--- config.mk ---
export PLATFORM = sky130hd
export DESIGN_NAME = entropy_decode_ac_run_coefficients
export DESIGN_NICKNAME = d
export VERILOG_FILES = /design/src/rtl/entropy_decode_ac_run_coefficients.sv
export SDC_FILE = /design/constraint.sdc
export NUM_CORES = 1
export LEC_CHECK = 0
export ABC_AREA = 1
export CORE_ASPECT_RATIO = 0.8
export CORE_MARGIN = 5
export CORE_UTILIZATION = 40
export DETAILED_ROUTE_END_ITERATION = 16
export DONT_BUFFER_PORTS = 1
export GPL_ROUTABILITY_DRIVEN = 0
export PLACE_DENSITY_LB_ADDON = 0.12
export SLEW_MARGIN = 20
export SYNTH_ARGS = -nofsm -noshare
export SYNTH_HDL_FRONTEND = slang
export SYNTH_SLANG_ARGS = --single-unit
--- constraint.sdc ---
create_clock -name clk -period 15.5 [get_ports clk]
set_input_delay 3.875 -clock clk [delete_from_list [all_inputs] [get_ports clk]]
set_output_delay 3.875 -clock clk [all_outputs]
set_load 0.005 [all_outputs]
--- src/rtl/entropy_decode_ac_run_coefficients.sv ---
// rtl/entropy_decode_ac_run_coefficients.sv - bit-serial adaptive Rice/Exp-Golomb AC run decoder
// Optional ERR_CHECK_EN adds prefix/run range checking with a HALT state and dec_error_o.
module entropy_decode_ac_run_coefficients #(
  parameter int unsigned INIT_PREV_RUN = 4,
  parameter int unsigned MAX_ZEROS     = 24,
  parameter int unsigned MAX_RUN       = 1023
) (
  input  logic        clk,
  input  logic        reset_n,
  input  logic        block_start_i,
  input  logic        bit_in_i,
  input  logic        bit_valid_i,
  output logic        bit_ready_o,
  output logic [31:0] run_out_o,
  output logic [31:0] codeword_length_o,
  output logic        run_valid_o,
  output logic        dec_error_o
);

`ifdef ERR_CHECK_EN
  typedef enum logic [1:0] {PREFIX, SUFFIX, EMIT, HALT} state_t;
`else
  typedef enum logic [1:0] {PREFIX, SUFFIX, EMIT} state_t;
`endif

  state_t      state_q, state_d;
  logic [5:0]  z_q, z_d;
  logic [6:0]  rem_q, rem_d;
  logic [31:0] acc_q, acc_d;
  logic        rice_q, rice_d;
  logic [7:0]  len_q, len_d;
  logic [31:0] prev_run_q, prev_run_d;
  logic [31:0] run_q, run_d;
  logic [7:0]  cw_len_q, cw_len_d;

  logic        exp_only, krice;
  logic [1:0]  kexp;
  logic [2:0]  s_off, l_thr;
  logic        is_rice, take, finish_prefix, finish_suffix, finish, rice_fin;
  logic [6:0]  n_new;
  logic [7:0]  len_new;
  logic [31:0] acc_init, acc_fin, run_fin;
  logic        err_z, err_run;

  // Codebook follows the previously decoded run.
  always_comb begin
    exp_only = 1'b0;
    krice    = 1'b0;
    kexp     = 2'd0;
    s_off    = 3'd0;
    if (prev_run_q <= 32'd1) begin
      kexp = 2'd1; s_off = 3'd3;
    end else if (prev_run_q <= 32'd3) begin
      kexp = 2'd1; s_off = 3'd2;
    end else if (prev_run_q == 32'd4) begin
      exp_only = 1'b1;
    end else if (prev_run_q <= 32'd8) begin
      krice = 1'b1; kexp = 2'd2; s_off = 3'd4;
    end else if (prev_run_q <= 32'd14) begin
      exp_only = 1'b1; kexp = 2'd1;
    end else begin
      exp_only = 1'b1; kexp = 2'd2;
    end
  end

  assign l_thr    = exp_only ? 3'd0 : (s_off >> krice);
  assign is_rice  = z_q < {3'b000, l_thr};
  assign n_new    = is_rice ? {6'd0, krice}
                            : ({1'b0, z_q} - {4'd0, l_thr} + {5'd0, kexp});
  assign len_new  = {2'b00, z_q} + 8'd1 + {1'b0, n_new};
  // Rice seeds the accumulator with q so the suffix shifts in below it.
  assign acc_init = is_rice ? {26'd0, z_q} : 32'd1;

  assign take          = bit_valid_i && bit_ready_o;
  assign finish_prefix = take && (state_q == PREFIX) && bit_in_i && (n_new == 7'd0);
  assign finish_suffix = take && (state_q == SUFFIX) && (rem_q == 7'd1);
  assign finish        = finish_prefix || finish_suffix;
  assign acc_fin       = finish_prefix ? acc_init : {acc_q[30:0], bit_in_i};
  assign rice_fin      = finish_prefix ? is_rice : rice_q;
  assign run_fin       = rice_fin ? acc_fin
                                  : acc_fin - (32'd1 << kexp) + {29'd0, s_off};

`ifdef ERR_CHECK_EN
  logic err_q;
  assign err_z       = take && (state_q == PREFIX) && !bit_in_i && (z_q == 6'(MAX_ZEROS));
  assign err_run     = finish && (run_fin > MAX_RUN);
  assign dec_error_o = err_q;

  always_ff @(posedge clk or negedge reset_n) begin
    if (!reset_n) err_q <= 1'b0;
    else          err_q <= !block_start_i && (err_z || err_run);
  end
`else
  logic unused_cfg;
  assign unused_cfg  = ^{MAX_ZEROS[0], MAX_RUN[0]};
  assign err_z       = 1'b0;
  assign err_run     = 1'b0;
  assign dec_error_o = 1'b0;
`endif

  always_ff @(posedge clk or negedge reset_n) begin
    if (!reset_n) state_q <= PREFIX;
    else          state_q <= state_d;
  end

  always_comb begin
    state_d = state_q;
    if (block_start_i) state_d = PREFIX;
`ifdef ERR_CHECK_EN
    else if (err_z || err_run) state_d = HALT;
`endif
    else begin
      case (state_q)
        PREFIX:  if (finish_prefix) state_d = EMIT;
                 else if (take && bit_in_i) state_d = SUFFIX;
        SUFFIX:  if (finish_suffix) state_d = EMIT;
        EMIT:    state_d = PREFIX;
        default: state_d = state_q;
      endcase
    end
  end

  always_comb begin
    bit_ready_o = ((state_q == PREFIX) || (state_q == SUFFIX)) && !block_start_i;
    run_valid_o = (state_q == EMIT);
  end

  always_comb begin
    z_d        = z_q;
    rem_d      = rem_q;
    acc_d      = acc_q;
    rice_d     = rice_q;
    len_d      = len_q;
    prev_run_d = prev_run_q;
    run_d      = run_q;
    cw_len_d   = cw_len_q;
    if (block_start_i) begin
      z_d        = 6'd0;
      rem_d      = 7'd0;
      acc_d      = 32'd0;
      prev_run_d = 32'(INIT_PREV_RUN);
    end else begin
      if (state_q == EMIT) begin
        prev_run_d = run_q;
        z_d        = 6'd0;
        rem_d      = 7'd0;
        acc_d      = 32'd0;
      end
      if (take && state_q == PREFIX) begin
        if (bit_in_i) begin
          rem_d  = n_new;
          acc_d  = acc_init;
          rice_d = is_rice;
          len_d  = len_new;
        end else begin
          z_d = (z_q == 6'd63) ? z_q : z_q + 6'd1;
        end
      end
      if (take && state_q == SUFFIX) begin
        acc_d = {acc_q[30:0], bit_in_i};
        rem_d = rem_q - 7'd1;
      end
      if (finish && !err_run) begin
        run_d    = run_fin;
        cw_len_d = finish_prefix ? len_new : len_q;
      end
    end
  end

  always_ff @(posedge clk or negedge reset_n) begin
    if (!reset_n) begin
      z_q        <= 6'd0;
      rem_q      <= 7'd0;
      acc_q      <= 32'd0;
      rice_q     <= 1'b0;
      len_q      <= 8'd0;
      prev_run_q <= 32'(INIT_PREV_RUN);
      run_q      <= 32'd0;
      cw_len_q   <= 8'd0;
    end else begin
      z_q        <= z_d;
      rem_q      <= rem_d;
      acc_q      <= acc_d;
      rice_q     <= rice_d;
      len_q      <= len_d;
      prev_run_q <= prev_run_d;
      run_q      <= run_d;
      cw_len_q   <= cw_len_d;
    end
  end

  assign run_out_o         = run_q;
  assign codeword_length_o = {24'd0, cw_len_q};

endmodule

==> flow_metrics.env, run 1 <==
export IMPL_clockRootBuffer="clkbuf_16"
export IMPL_synth_edf_count=0
export IMPL_synth_cell_type_count=52
export IMPL_cts_tree="built"
export IMPL_antenna_found_initial=0
export IMPL_tns_ps=0
export IMPL_setup_worst_path_end_class="flop"
export IMPL_synth_cells=1217
export IMPL_initial_core_util=0.410
export IMPL_insertion_delay_ps=420
export IMPL_fin_area_sq_um=9640
export IMPL_fp_row_count=48
export IMPL_r2r_setup_slack_ps=8100
export IMPL_layout_commonest_cell="nand2_1"
export IMPL_grt_pass1_vias=7001
export IMPL_synth_warnings=0
export IMPL_synth_top_flop_cell="dfrtp_1"
export IMPL_post_place_ws_ps=6680
export IMPL_crit_fanout=33
export IMPL_synthArstFlopShare=1.00
export IMPL_cts_resized=0
export IMPL_synth_seq_area_share=0.357
export IMPL_drtPass1Iterations=5
export IMPL_hpwl_microns=18100
export IMPL_p_per_area_nw_per_um2=235
export IMPL_die_x_microns=177
export IMPL_startpoint="block_start_i"
export IMPL_max_slew_margin_rel=0.365
export IMPL_placedCellCount=1478
export IMPL_synth_area_leaders="dfrtp_1 (35%), nand2_1 (10%), ha_1 (8.3%)"
export IMPL_viasPerCell=5.04
export IMPL_reg2reg_depth=42
export IMPL_clock_fmax_mhz=119
export IMPL_design_core_area_sq_um=21700
export IMPL_p_leak_nw=4.82
export IMPL_cts_hold_buf=0
export IMPL_min_from="len_q[7]"
export IMPL_critPathLaunchType="primary input"
export IMPL_grt_max_degree=128
export IMPL_mostFrequentLayoutCells="nand2_1 (247), inv_1 (188), dfrtp_1 (126)"
export IMPL_netlist_area_sq_um=8910
export IMPL_final_nets=1267
export IMPL_ys_ff_latch=127
export IMPL_arrival_ps=8780
export IMPL_vias=7600
export IMPL_setup_viol=0
export IMPL_drive_gt1_frac=0.0505
export IMPL_hold_class="flop to flop"
export IMPL_ir_worst_vdd_mv=0.134
export IMPL_post_route_period_util=0.544
export IMPL_finalHoldViolations=0
export IMPL_avgRoutedWirePerCell_microns=16.1
export IMPL_grt_total_usage=0.196
export IMPL_wl_microns=24300
export IMPL_regToRegStartpoint="prev_run_q[21]"
export IMPL_htreeDepth=4
export IMPL_drcViolationCount=0
export IMPL_worst_pin_slew_ps=951
export IMPL_syn_area_per_cell_sq_um=7.33
export IMPL_n_antenna_cell=0
export IMPL_die_y_microns=144
export IMPL_period_needed_ps=8430
export IMPL_drtIter0Drc=890
export IMPL_globalRoute_totalOverflow=0
export IMPL_r2r_end="run_out_o[22]"
export IMPL_dieArea_sq_um=25400
export IMPL_hold_path_endpoint="len_q[7]"
export IMPL_cts_setup_buffers=0
export IMPL_clock_skew_ps=8.18
export IMPL_port_buffers=0
export IMPL_syn_to_final_growth_pct=8.17
export IMPL_ios=72
export IMPL_min_path_cells=2
export IMPL_cts_max_path_buffers=2
export IMPL_netlist_top_cell_by_area="dfrtp_1"
export IMPL_grt_pass1_wl_microns=39000
export IMPL_status="finished clean"
export IMPL_setup_ws_ps=7070
export IMPL_maxCapViolCount=0
export IMPL_cts_sinks=127
export IMPL_cts_buffers=17
export IMPL_power_mw=2.26
export IMPL_place_area_sq_um=9030
export IMPL_crit_type="primary input to flop"
export IMPL_finalMaxSlewViolations=0
export IMPL_final_cells=1509
export IMPL_crit_required_ps=15850
export IMPL_rsz0062_at_grt="no"
export IMPL_synth_top_area_share=0.354
export IMPL_path_clk_slew_ps=60
export IMPL_ant_nets=0
[layer usage]
| metal | vias up | track usage | routed length, microns |
|---|---|---|---|
| met3 | 19 | 0.0379 | 1500 |
| met4 | 0 | 0.0468 | 285 |
| met2 | 176 | 0.252 | 9040 |
| met5 | - | 0 | 0 |
| li1 | 3867 | - | - |
| met1 | 3538 | 0.325 | 13400 |
[per-stage QoR]
step	hold slack [ps]	util
2_1_floorplan	447	-
6_report	481	0.444
3_5_place_dp	469	0.415
3_3_place_gp	466	0.415
5_1_grt	520	0.444
4_1_cts	484	0.444
[sequential cells by signal, indices dropped and copies added (netlist names)]
signal	count
z_q	6
cw_len_q	8
acc_q	31
len_q	8
rem_q	7
rice_q	1
prev_run_q	32
state_q	2
run_out_o	32
[synth_stat cells (all sizes together), types with 2 or more instances]
cell	n
o22ai	2
a2111oi	2
a31oi	29
o21bai	3
nor4	2
ha	59
dfrtp	126
or2	3
o21a	5
o211ai	5
xor2	28
clkbuf	23
nor2	122
inv	192
nand4	14
nand3	60
o32ai	2
o221a	2
conb	2
o2111ai	4
a21o	2
nor3	7
o31ai	3
a221oi	3
a211oi	2
a22o	9
xnor2	8
a21oi	90
o21ai	96
fa	6
nand2	253
buf	45
[critical path, cell delays in order]
cell and delay [ps]:
inv_1 310, nand2_1 150, nor2_1 110, inv_1 60, nor2_1 80, buf_4 240, nand2_2 90, inv_2 80
nand3_1 80, nor2_2 720, nand2_1 100, nand2_1 160, ha_1 240, inv_1 60, ha_1 150, inv_1 60
fa_1 390, o21ai_1 220, a21oi_1 130, o21ai_1 250, a21oi_1 170, o21ai_0 330, a21oi_1 160, o21ai_0 220
or2_2 140, nand3_1 50, a21oi_1 130
[final cells by class]
class	count	area, sq um
Fill cell	2246	12100
Multi-Input combinational cell	853	4720
Sequential cell	127	3180
Inverter	193	724
Clock buffer	17	425
Tap cell	300	375
Clock inverter	14	185
Timing Repair Buffer	5	37.5
[worst max-delay path by stage]
stage / endpoint / slack, ps / depth (start not counted)
2_1_floorplan: bit_ready_o / 7490 / 3
3_3_place_gp: run_out_o[22] / 6770 / 27
3_5_place_dp: run_out_o[22] / 6680 / 27
4_1_cts: run_out_o[22] / 7110 / 27
5_1_grt: run_out_o[22] / 6400 / 27
6_report: run_out_o[22] / 7070 / 27
[where the power goes]
group | internal (mW) | total, mW | switching, mW
Combinational | 0.467 | 1.36 | 0.890
Clock | 0.255 | 0.415 | 0.160
Sequential | 0.408 | 0.489 | 0.0810
Total | 1.13 | 2.26 | 1.13
[kinds of logic after synthesis]
group | after synthesis | share of synthesized area
AO/OA/AOI/OAI | 263 | 0.170
XOR/XNOR | 36 | 0.0354
adder cells (fa/ha/maj) | 65 | 0.0963
buffers and inverters | 261 | 0.126
flip-flops | 127 | 0.357
multiplexers | 1 | 0.00112
other | 2 | 0.000842
AND/OR/NAND/NOR | 462 | 0.214
Power figures use the tool's default switching activity.
==> run 2: changes to the inputs <==
==> constraint.sdc (replaced) <==
create_clock -name clk -period 8.8 [get_ports clk]
set_input_delay 2.2 -clock clk [delete_from_list [all_inputs] [get_ports clk]]
set_output_delay 2.2 -clock clk [all_outputs]
set_load 0.005 [all_outputs]
==> run 2 against run 1 <==
  * Hold slack gained 2.0 ps
  * Largest cell class unchanged
  * Highest routed layer unchanged
  * Largest power group unchanged
  * Register-to-register slack lost 6400 ps
  * Global-route usage grew 0.34 points
  * Sequential share of layout area shrank 0.094 points
  * Power grew 78%
  * Non-clock buffer count grew 1
  * Die area is the same
  * Critical path depth grew 11
  * Routed wire length grew 1.7%
==> flow_metrics.env, run 2 (synthesis results as in run 1) <==
export IMPL_design_core_area_sq_um=21700
export IMPL_finalMaxSlewViolations=0
export IMPL_wl_microns=24700
export IMPL_fp_row_count=48
export IMPL_drive_gt1_frac=0.0504
export IMPL_regToRegStartpoint="prev_run_q[21]"
export IMPL_clockRootBuffer="clkbuf_16"
export IMPL_min_from="len_q[7]"
export IMPL_p_per_area_nw_per_um2=416
export IMPL_critPathLaunchType="flop"
export IMPL_insertion_delay_ps=430
export IMPL_fin_hold_ws_ps=483
export IMPL_viasPerCell=5.09
export IMPL_grt_max_degree=128
export IMPL_crit_type="flop to flop"
export IMPL_grt_pass1_wl_microns=39900
export IMPL_r2r_setup_slack_ps=1730
export IMPL_port_buffers=0
export IMPL_cts_sinks=127
export IMPL_cp_slowest_cell="fa_1"
export IMPL_reg2reg_depth=38
export IMPL_clock_fmax_mhz=141
export IMPL_antenna_found_initial=0
export IMPL_p_leak_nw=4.84
export IMPL_avgRoutedWirePerCell_microns=16.3
export IMPL_cts_buffers=17
export IMPL_drtIter0Drc=670
export IMPL_post_route_period_util=0.803
export IMPL_htreeDepth=4
export IMPL_worst_pin_slew_ps=1110
export IMPL_rsz0062_at_grt="no"
export IMPL_grt_total_usage=0.199
export IMPL_crit_required_ps=9080
export IMPL_arrival_ps=7350
export IMPL_ios=72
export IMPL_final_nets=1268
export IMPL_mostFrequentLayoutCells="nand2_1 (247), inv_1 (188), dfrtp_1 (126)"
export IMPL_cts_tree="built"
export IMPL_hold_class="flop to flop"
export IMPL_worst_path_largest_cell_delay_ps=510
export IMPL_globalRoute_totalOverflow=0
export IMPL_min_path_cells=2
export IMPL_status="finished clean"
export IMPL_drtPass1Iterations=4
export IMPL_drcViolationCount=0
export IMPL_cts_hold_buf=0
export IMPL_setup_worst_path_end_class="flop"
export IMPL_hold_path_endpoint="len_q[7]"
export IMPL_ir_worst_vdd_mv=0.206
export IMPL_grt_pass1_vias=7059
export IMPL_vias=7691
export IMPL_setup_viol=0
export IMPL_die_y_microns=144
export IMPL_layout_commonest_cell="nand2_1"
export IMPL_cts_resized=0
export IMPL_fin_area_sq_um=9670
export IMPL_finalHoldViolations=0
export IMPL_die_x_microns=177
export IMPL_clock_skew_ps=11.7
export IMPL_place_area_sq_um=9040
export IMPL_tns_ps=0
export IMPL_hpwl_microns=18100
export IMPL_n_antenna_cell=0
export IMPL_initial_core_util=0.410
export IMPL_r2r_end="run_out_o[30]"
export IMPL_max_slew_margin_rel=0.255
export IMPL_dieArea_sq_um=25400
export IMPL_syn_to_final_growth_pct=8.48
export IMPL_ant_nets=0
export IMPL_cts_setup_buffers=0
export IMPL_crit_fanout=34
export IMPL_period_needed_ps=7070
export IMPL_cts_max_path_buffers=2
export IMPL_maxCapViolCount=0
export IMPL_path_clk_slew_ps=70
## run 2: cell types whose count changed in the layout (fill, tap and decap cells not counted), sizes merged
| cell | before | now |
|---|---|---|
| clkinv | 6 | 4 |
| buf | 5 | 6 |
| bufinv | 3 | 4 |
| clkbuf | 17 | 18 |
| inv | 195 | 196 |
## run 2: critical path: cells and delay by family (launching register included)
family | cells | cell delay [ps]
compound gates | 9 | 1980
xor+xnor | 2 | 300
fa+ha+maj | 4 | 1920
buf+inv | 6 | 430
flops | 1 | 350
simple gates | 17 | 1960
## run 2: worst max path at each step
stage | startpoint | end | slack, ps | cells past startpoint
2_1_floorplan | prev_run_q[2] | run_out_o[22] | 2830 | 34
3_3_place_gp | prev_run_q[18] | run_out_o[30] | 1870 | 38
3_5_place_dp | prev_run_q[21] | run_out_o[30] | 1740 | 38
4_1_cts | prev_run_q[21] | run_out_o[30] | 1710 | 38
5_1_grt | prev_run_q[18] | run_out_o[22] | 1000 | 37
6_report | prev_run_q[21] | run_out_o[30] | 1730 | 38
## run 2: cell type report
cell class                      instances  area (sq um)
Clock buffer                           18           429
Multi-Input combinational cell        853          4710
Inverter                              193           724
Sequential cell                       127          3180
Tap cell                              300           375
Clock inverter                         14           204
Timing Repair Buffer                    6          45.0
Fill cell                            2254         12100
## run 2: metrics by stage
stage	util	power [mW]	setup WS, ps	std cells
global route	0.445	4.41	1000	1511
CTS	0.445	4.03	1710	1511
floorplan	-	2.67	2830	1241
detailed placement	0.416	3.24	1740	1479
global placement	0.416	3.24	1870	1479
finish	0.445	4.03	1730	1511
## run 2: layer usage
| layer | share of wire | wire length (microns) | track usage |
|---|---|---|---|
| met1 | 0.57 | 14000 | 0.339 |
| met2 | 0.37 | 9040 | 0.248 |
| met3 | 0.055 | 1370 | 0.0368 |
| met4 | 0.010 | 254 | 0.0460 |
| met5 | 0 | 0 | 0 |
## run 2: report_power, final
| group | total, mW | switching (mW) | internal, mW |
|---|---|---|---|
| Clock | 0.769 | 0.290 | 0.479 |
| Sequential | 0.865 | 0.147 | 0.718 |
| Combinational | 2.39 | 1.57 | 0.821 |
==> run 3: changes to the inputs <==
==> constraint.sdc (replaced) <==
create_clock -name clk -period 6.7 [get_ports clk]
set_input_delay 1.675 -clock clk [delete_from_list [all_inputs] [get_ports clk]]
set_output_delay 1.675 -clock clk [all_outputs]
set_load 0.005 [all_outputs]
==> run 3 against run 2 <==
  * Largest power group unchanged
  * Highest routed layer unchanged
  * Sequential power up 31%
  * Die area unchanged
  * Maximum frequency up 13%
  * Sequential share of layout area down 0.57 points
  * Routed wire length up 0.71%
  * Non-clock buffer count up 12
  * Worst setup slack worse by 1300 ps
  * Sequential cell count unchanged
==> flow_metrics.env, run 3 (synthesis results as in run 1) <==
export IMPL_status="finished clean"
export IMPL_clock_fmax_mhz=160
export IMPL_design_core_area_sq_um=21700
export IMPL_antenna_found_initial=0
export IMPL_cts_buffers=17
export IMPL_place_area_sq_um=9070
export IMPL_p_leak_nw=4.92
export IMPL_drive_gt1_frac=0.0769
export IMPL_arrival_ps=6610
export IMPL_critPathLaunchType="flop"
export IMPL_wl_met2_microns=9480
export IMPL_setup_ws_ps=436
export IMPL_cts_max_path_buffers=2
export IMPL_wl_met3_microns=1570
export IMPL_ir_worst_vdd_mv=0.307
export IMPL_ios=72
export IMPL_max_slew_margin_rel=0.268
export IMPL_post_place_ws_ps=-54.8
export IMPL_grt_total_usage=0.201
export IMPL_clockRootBuffer="clkbuf_16"
export IMPL_worst_path_largest_cell_delay_ps=410
export IMPL_grt_pass1_wl_microns=40100
export IMPL_hold_class="flop to flop"
export IMPL_crit_type="flop to flop"
export IMPL_cts_sinks=127
export IMPL_avgRoutedWirePerCell_microns=16.3
export IMPL_vias=7706
export IMPL_layout_commonest_cell="nand2_1"
export IMPL_path_clk_slew_ps=60
export IMPL_ant_nets=0
export IMPL_drcViolationCount=0
export IMPL_setup_worst_path_end_class="flop"
export IMPL_globalRoute_totalOverflow=0
export IMPL_fp_row_count=48
export IMPL_crit_required_ps=7040
export IMPL_syn_to_final_growth_pct=10.4
export IMPL_period_needed_ps=6260
export IMPL_finalMaxSlewViolations=0
export IMPL_insertion_delay_ps=430
export IMPL_hpwl_microns=18200
export IMPL_p_per_area_nw_per_um2=566
export IMPL_drtIter0Drc=640
export IMPL_cts_tree="built"
export IMPL_cts_hold_buf=0
export IMPL_mostFrequentLayoutCells="nand2_1 (246), inv_1 (187), dfrtp_1 (126)"
export IMPL_maxCapViolCount=0
export IMPL_worst_pin_slew_ps=1090
export IMPL_setup_viol=0
export IMPL_die_y_microns=144
export IMPL_die_x_microns=177
export IMPL_final_nets=1280
export IMPL_cp_slowest_cell="fa_1"
export IMPL_final_util=0.453
export IMPL_htreeDepth=4
export IMPL_clock_skew_ps=16.0
export IMPL_drtPass1Iterations=5
export IMPL_wl_microns=24900
export IMPL_highest_layer="met4"
export IMPL_finalHoldViolations=0
export IMPL_worst_path_most_repeated_cell="nand2_1"
export IMPL_viasPerCell=5.06
export IMPL_fin_area_sq_um=9840
export IMPL_grt_pass1_vias=7293
export IMPL_crit_fanout=3
export IMPL_initial_core_util=0.410
export IMPL_m1WireLength_microns=13600
export IMPL_port_buffers=0
export IMPL_dieArea_sq_um=25400
export IMPL_grt_max_degree=128
export IMPL_n_antenna_cell=0
export IMPL_post_route_period_util=0.935
run 3: path summary, 6_finish.rpt:
| check | startpoint | end | slack (ps) | depth (start not counted) |
|---|---|---|---|---|
| worst max-delay path | prev_run_q[28] | run_out_o[24] | 440 | 41 |
| worst min-delay path | len_q[7] | len_q[7] | 490 | 2 |
| worst max register to register | prev_run_q[28] | run_out_o[24] | 440 | 41 |
| worst min register to register | len_q[7] | len_q[7] | 490 | 2 |
| max in group asynchronous | reset_n | prev_run_q[2] | 5460 | 0 |
| min in group asynchronous | reset_n | state_q[1] | 950 | 0 |
run 3: final cells by class:
type	instances	area [sq um]
inverters	193	724
multi-input cells	853	4810
repair buffers	18	139
fillers	2248	11900
flip-flops and latches	127	3180
clock inverters	14	169
well taps	300	375
clock buffers	18	439
run 3: stage by stage:
stage                     total power, mW  setup TNS (ps)  cells  hold WS, ps
final                                5.57               0   1523          485
after global placement               4.30            -221   1484          472
after detailed placement             4.29            -136   1484          474
after floorplan                      3.50               0   1241          447
after global routing                 6.12           -7.25   1523          529
after CTS                            5.29               0   1516          490
run 3: what timing repair did:
| action | in CTS | in global routing |
|---|---|---|
| buffers inserted | 0 | 7 |
| endpoints found under the setup margin | 4 | 19 |
| gates resized for setup | 1 | 27 |
| pin swaps | 0 | 7 |
run 3: per-layer routing:
| layer | global-route usage | up-vias |
|---|---|---|
| met1 | 0.324 | 3618 |
| met2 | 0.268 | 172 |
| met5 | 0 | - |
| li1 | - | 3905 |
| met3 | 0.0481 | 11 |
| met4 | 0.0431 | 0 |
run 3: power breakdown:
group	internal [mW]	switching (mW)	total (mW)
combinational	1.28	2.18	3.47
sequential	0.943	0.191	1.13
clock	0.572	0.400	0.973
total	2.80	2.77	5.57
run 3: worst max-delay path: cells and delay by family (launching register included):
family / cells / cell delay (ps)
AND/OR/NAND/NOR: 17 / 1600
adder cells (fa/ha/maj): 6 / 1700
flip-flops: 1 / 380
XOR/XNOR: 2 / 340
AO/OA/AOI/OAI: 9 / 1600
buffers and inverters: 7 / 530
==> variant (settings of run 3) <==
Take the reset off `z_q` and load it in a clocked block of its own.
--- a/src/rtl/entropy_decode_ac_run_coefficients.sv
+++ b/src/rtl/entropy_decode_ac_run_coefficients.sv
@@ -170,5 +170,4 @@
   always_ff @(posedge clk or negedge reset_n) begin
     if (!reset_n) begin
-      z_q        <= 6'd0;
       rem_q      <= 7'd0;
       acc_q      <= 32'd0;
@@ -179,5 +178,4 @@
       cw_len_q   <= 8'd0;
     end else begin
-      z_q        <= z_d;
       rem_q      <= rem_d;
       acc_q      <= acc_d;
@@ -190,4 +188,8 @@
   end
 
+  always_ff @(posedge clk) begin
+    z_q <= z_d;
+  end
+
   assign run_out_o         = run_q;
   assign codeword_length_o = {24'd0, cw_len_q};
Behaviour: not the same (Yosys sat finds a counterexample within 4 cycles, from zero or initial values and one cycle with reset_n low).
==> variant against run 3 <==
  * Cell area fell by 1.3%
  * Routed wire length fell by 1.5%
  * Via count fell by 1.6%
  * Sequential share of layout area rose by 0.12 points
  * Sequential cell count did not move
  * Synthesized cell count fell by 2.1%
  * Power fell by 3.6%
  * Combinational power fell by 7.5%
  * Synthesized area fell by 1.0%
  * Setup slack improved by 0.056 ns
  * Critical endpoint is now run_out_o[21]$_DFFE_PN0P_
  * Largest power group unchanged
==> variant: results (changes against run 3) <==
Status - complete, no violations
Count of different cell masters after synthesis - 51 (-1.9%)
Pin count of the biggest net entering global routing - 122 (-4.7%)
Fin nets - 1,254 (-2.0%)
Fill count - 2,220 (-1.2%)
LEAKAGE - 4.89 nW (-0.65%)
Share of cells above drive strength 1 - 7.60% (-0.084 points)
Cell depth of the worst hold path - 2 (unchanged)
Worst-path fanout max - 5 (+2)
Max Clock Skew - 0.0122 ns (-0.00386 ns)
Area contributors post-synth - dfrtp_1, nand2_1, ha_1
Met2 Resource Use GR - 25.0% (-1.8 points)
GR Layer Usage met3 - 3.89% (-0.92 points)
Vias in the first global route - 7,087 (-2.8%)
GR Util All Layers - 19.9% (-0.22 points)
Top post-synthesis cells by count - nand2_1, inv_1, nor2_1, dfrtp_1, a21oi_1
Initial drt markers - 719 (+12%)
Worst Reg-to-Reg Cells - 39 (-4.9%)
Routed WL per cell - 16.6 microns (+1.9%)
Least-Margin Pin Slew - 1.06 ns (-0.0325 ns)
Met1 Track Usage GR - 33.8% (+1.5 points)
Worst reg2reg path startpoint - prev_run_q[0]$_DFFE_PN0P_
Maximum VDD drop - 0.243 mV (-21%)
R2r setup slk - 0.49 ns (+0.06 ns)
First-pass GRT wire length - 39,700 microns (-1.2%)
Async SR Flop Fraction - 95.3% (-4.7 points)
Vias per cell - 5.15 (+1.8%)
CP arrival - 6.51 ns (-0.10 ns)
# diodes - 0 (unchanged)
Largest stage delay, worst path - 0.51 ns (+0.10 ns)
Sequential area share after synthesis - 35.7% (about the same)
YS warnings - 0 (unchanged)
Reg-to-reg endpoint - run_out_o[21]$_DFFE_PN0P_
==> variant: worst max path at each step <==
| stage | start | endpoint | slack (ns) | cells past startpoint |
|---|---|---|---|---|
| 3_3_place_gp | prev_run_q[15]$_DFFE_PN0P_ | run_out_o[24]$_DFFE_PN0P_ | 0.20 | 35 |
| 2_1_floorplan | prev_run_q[0]$_DFFE_PN0P_ | run_out_o[22]$_DFFE_PN0P_ | 0.70 | 35 |
| 6_report | prev_run_q[0]$_DFFE_PN0P_ | run_out_o[21]$_DFFE_PN0P_ | 0.49 | 39 |
| 3_5_place_dp | prev_run_q[19]$_DFFE_PN0P_ | run_out_o[22]$_DFFE_PN0P_ | 0.11 | 35 |
| 4_1_cts | prev_run_q[15]$_DFFE_PN0P_ | run_out_o[22]$_DFFE_PN0P_ | 0.04 | 35 |
| 5_1_grt | prev_run_q[0]$_DFFE_PN0P_ | run_out_o[24]$_DFFE_PN0P_ | 0.03 | 39 |
==> variant: logic make-up (layout without fill, tap and decap cells) <==
kind of cell | after synthesis | after routing | share of synthesized area, %
flops | 127 | 127 | 35.7
compound gates | 261 | 261 | 17.8
simple gates | 452 | 452 | 21.2
fa+ha+maj | 65 | 65 | 9.73
other cells | 2 | 26 | 0.0851
xor+xnor | 34 | 34 | 3.37
buf+inv | 251 | 232 | 12.2
==> variant: timing repair <==
action,in CTS,in global routing
buffers inserted,0,5
setup endpoints to repair,0,19
gates resized for setup,0,25
hold endpoints to repair,0,0
==> variant: power by group <==
part           total [mW]  internal (mW)  switching [mW]  leakage [nW]
clock network        1.00          0.598           0.407         0.306
registers            1.16          0.954           0.205          1.65
logic                3.21           1.18            2.03          2.93
total                5.37           2.73            2.64          4.89
==> variant: cell type report <==
class	instances	area [sq um]	share of cell area, %
multi-input combinational	838	4790	49.3
sequential	127	3150	32.4
inverter	185	694	7.15
clock buffer	17	425	4.38
tap	275	344	3.54
clock inverter	15	194	2.00
timing repair buffer	15	113	1.16
==> variant: routing by layer <==
metal,up-vias,part of all wire (%),wire (microns)
li1,3833,-,-
met1,3549,57,13800
met2,180,36,8850
met3,18,6.5,1580
met4,0,0.81,199
met5,-,0,0
==> variant: stage by stage <==
step / area [sq um] / cells / worst slack (ns) / util, %
floorplan: 8910 / 1216 / 0.702 / -
global placement: 8960 / 1435 / 0.201 / 41.5
detailed placement: 8960 / 1435 / 0.109 / 41.5
CTS: 9580 / 1467 / 0.0420 / 44.3
global route: 9710 / 1472 / 0.0264 / 44.9
finish: 9710 / 1472 / 0.492 / 44.9
==> variant: critical path, delay by kind of cell, from the launching register on <==
family,cells,cell delay [ns]
AO/OA/AOI/OAI,11,1.52
buffers and inverters,8,0.63
XOR/XNOR,1,0.16
flip-flops,1,0.42
adder cells (fa/ha/maj),4,1.77
AND/OR/NAND/NOR,15,1.57
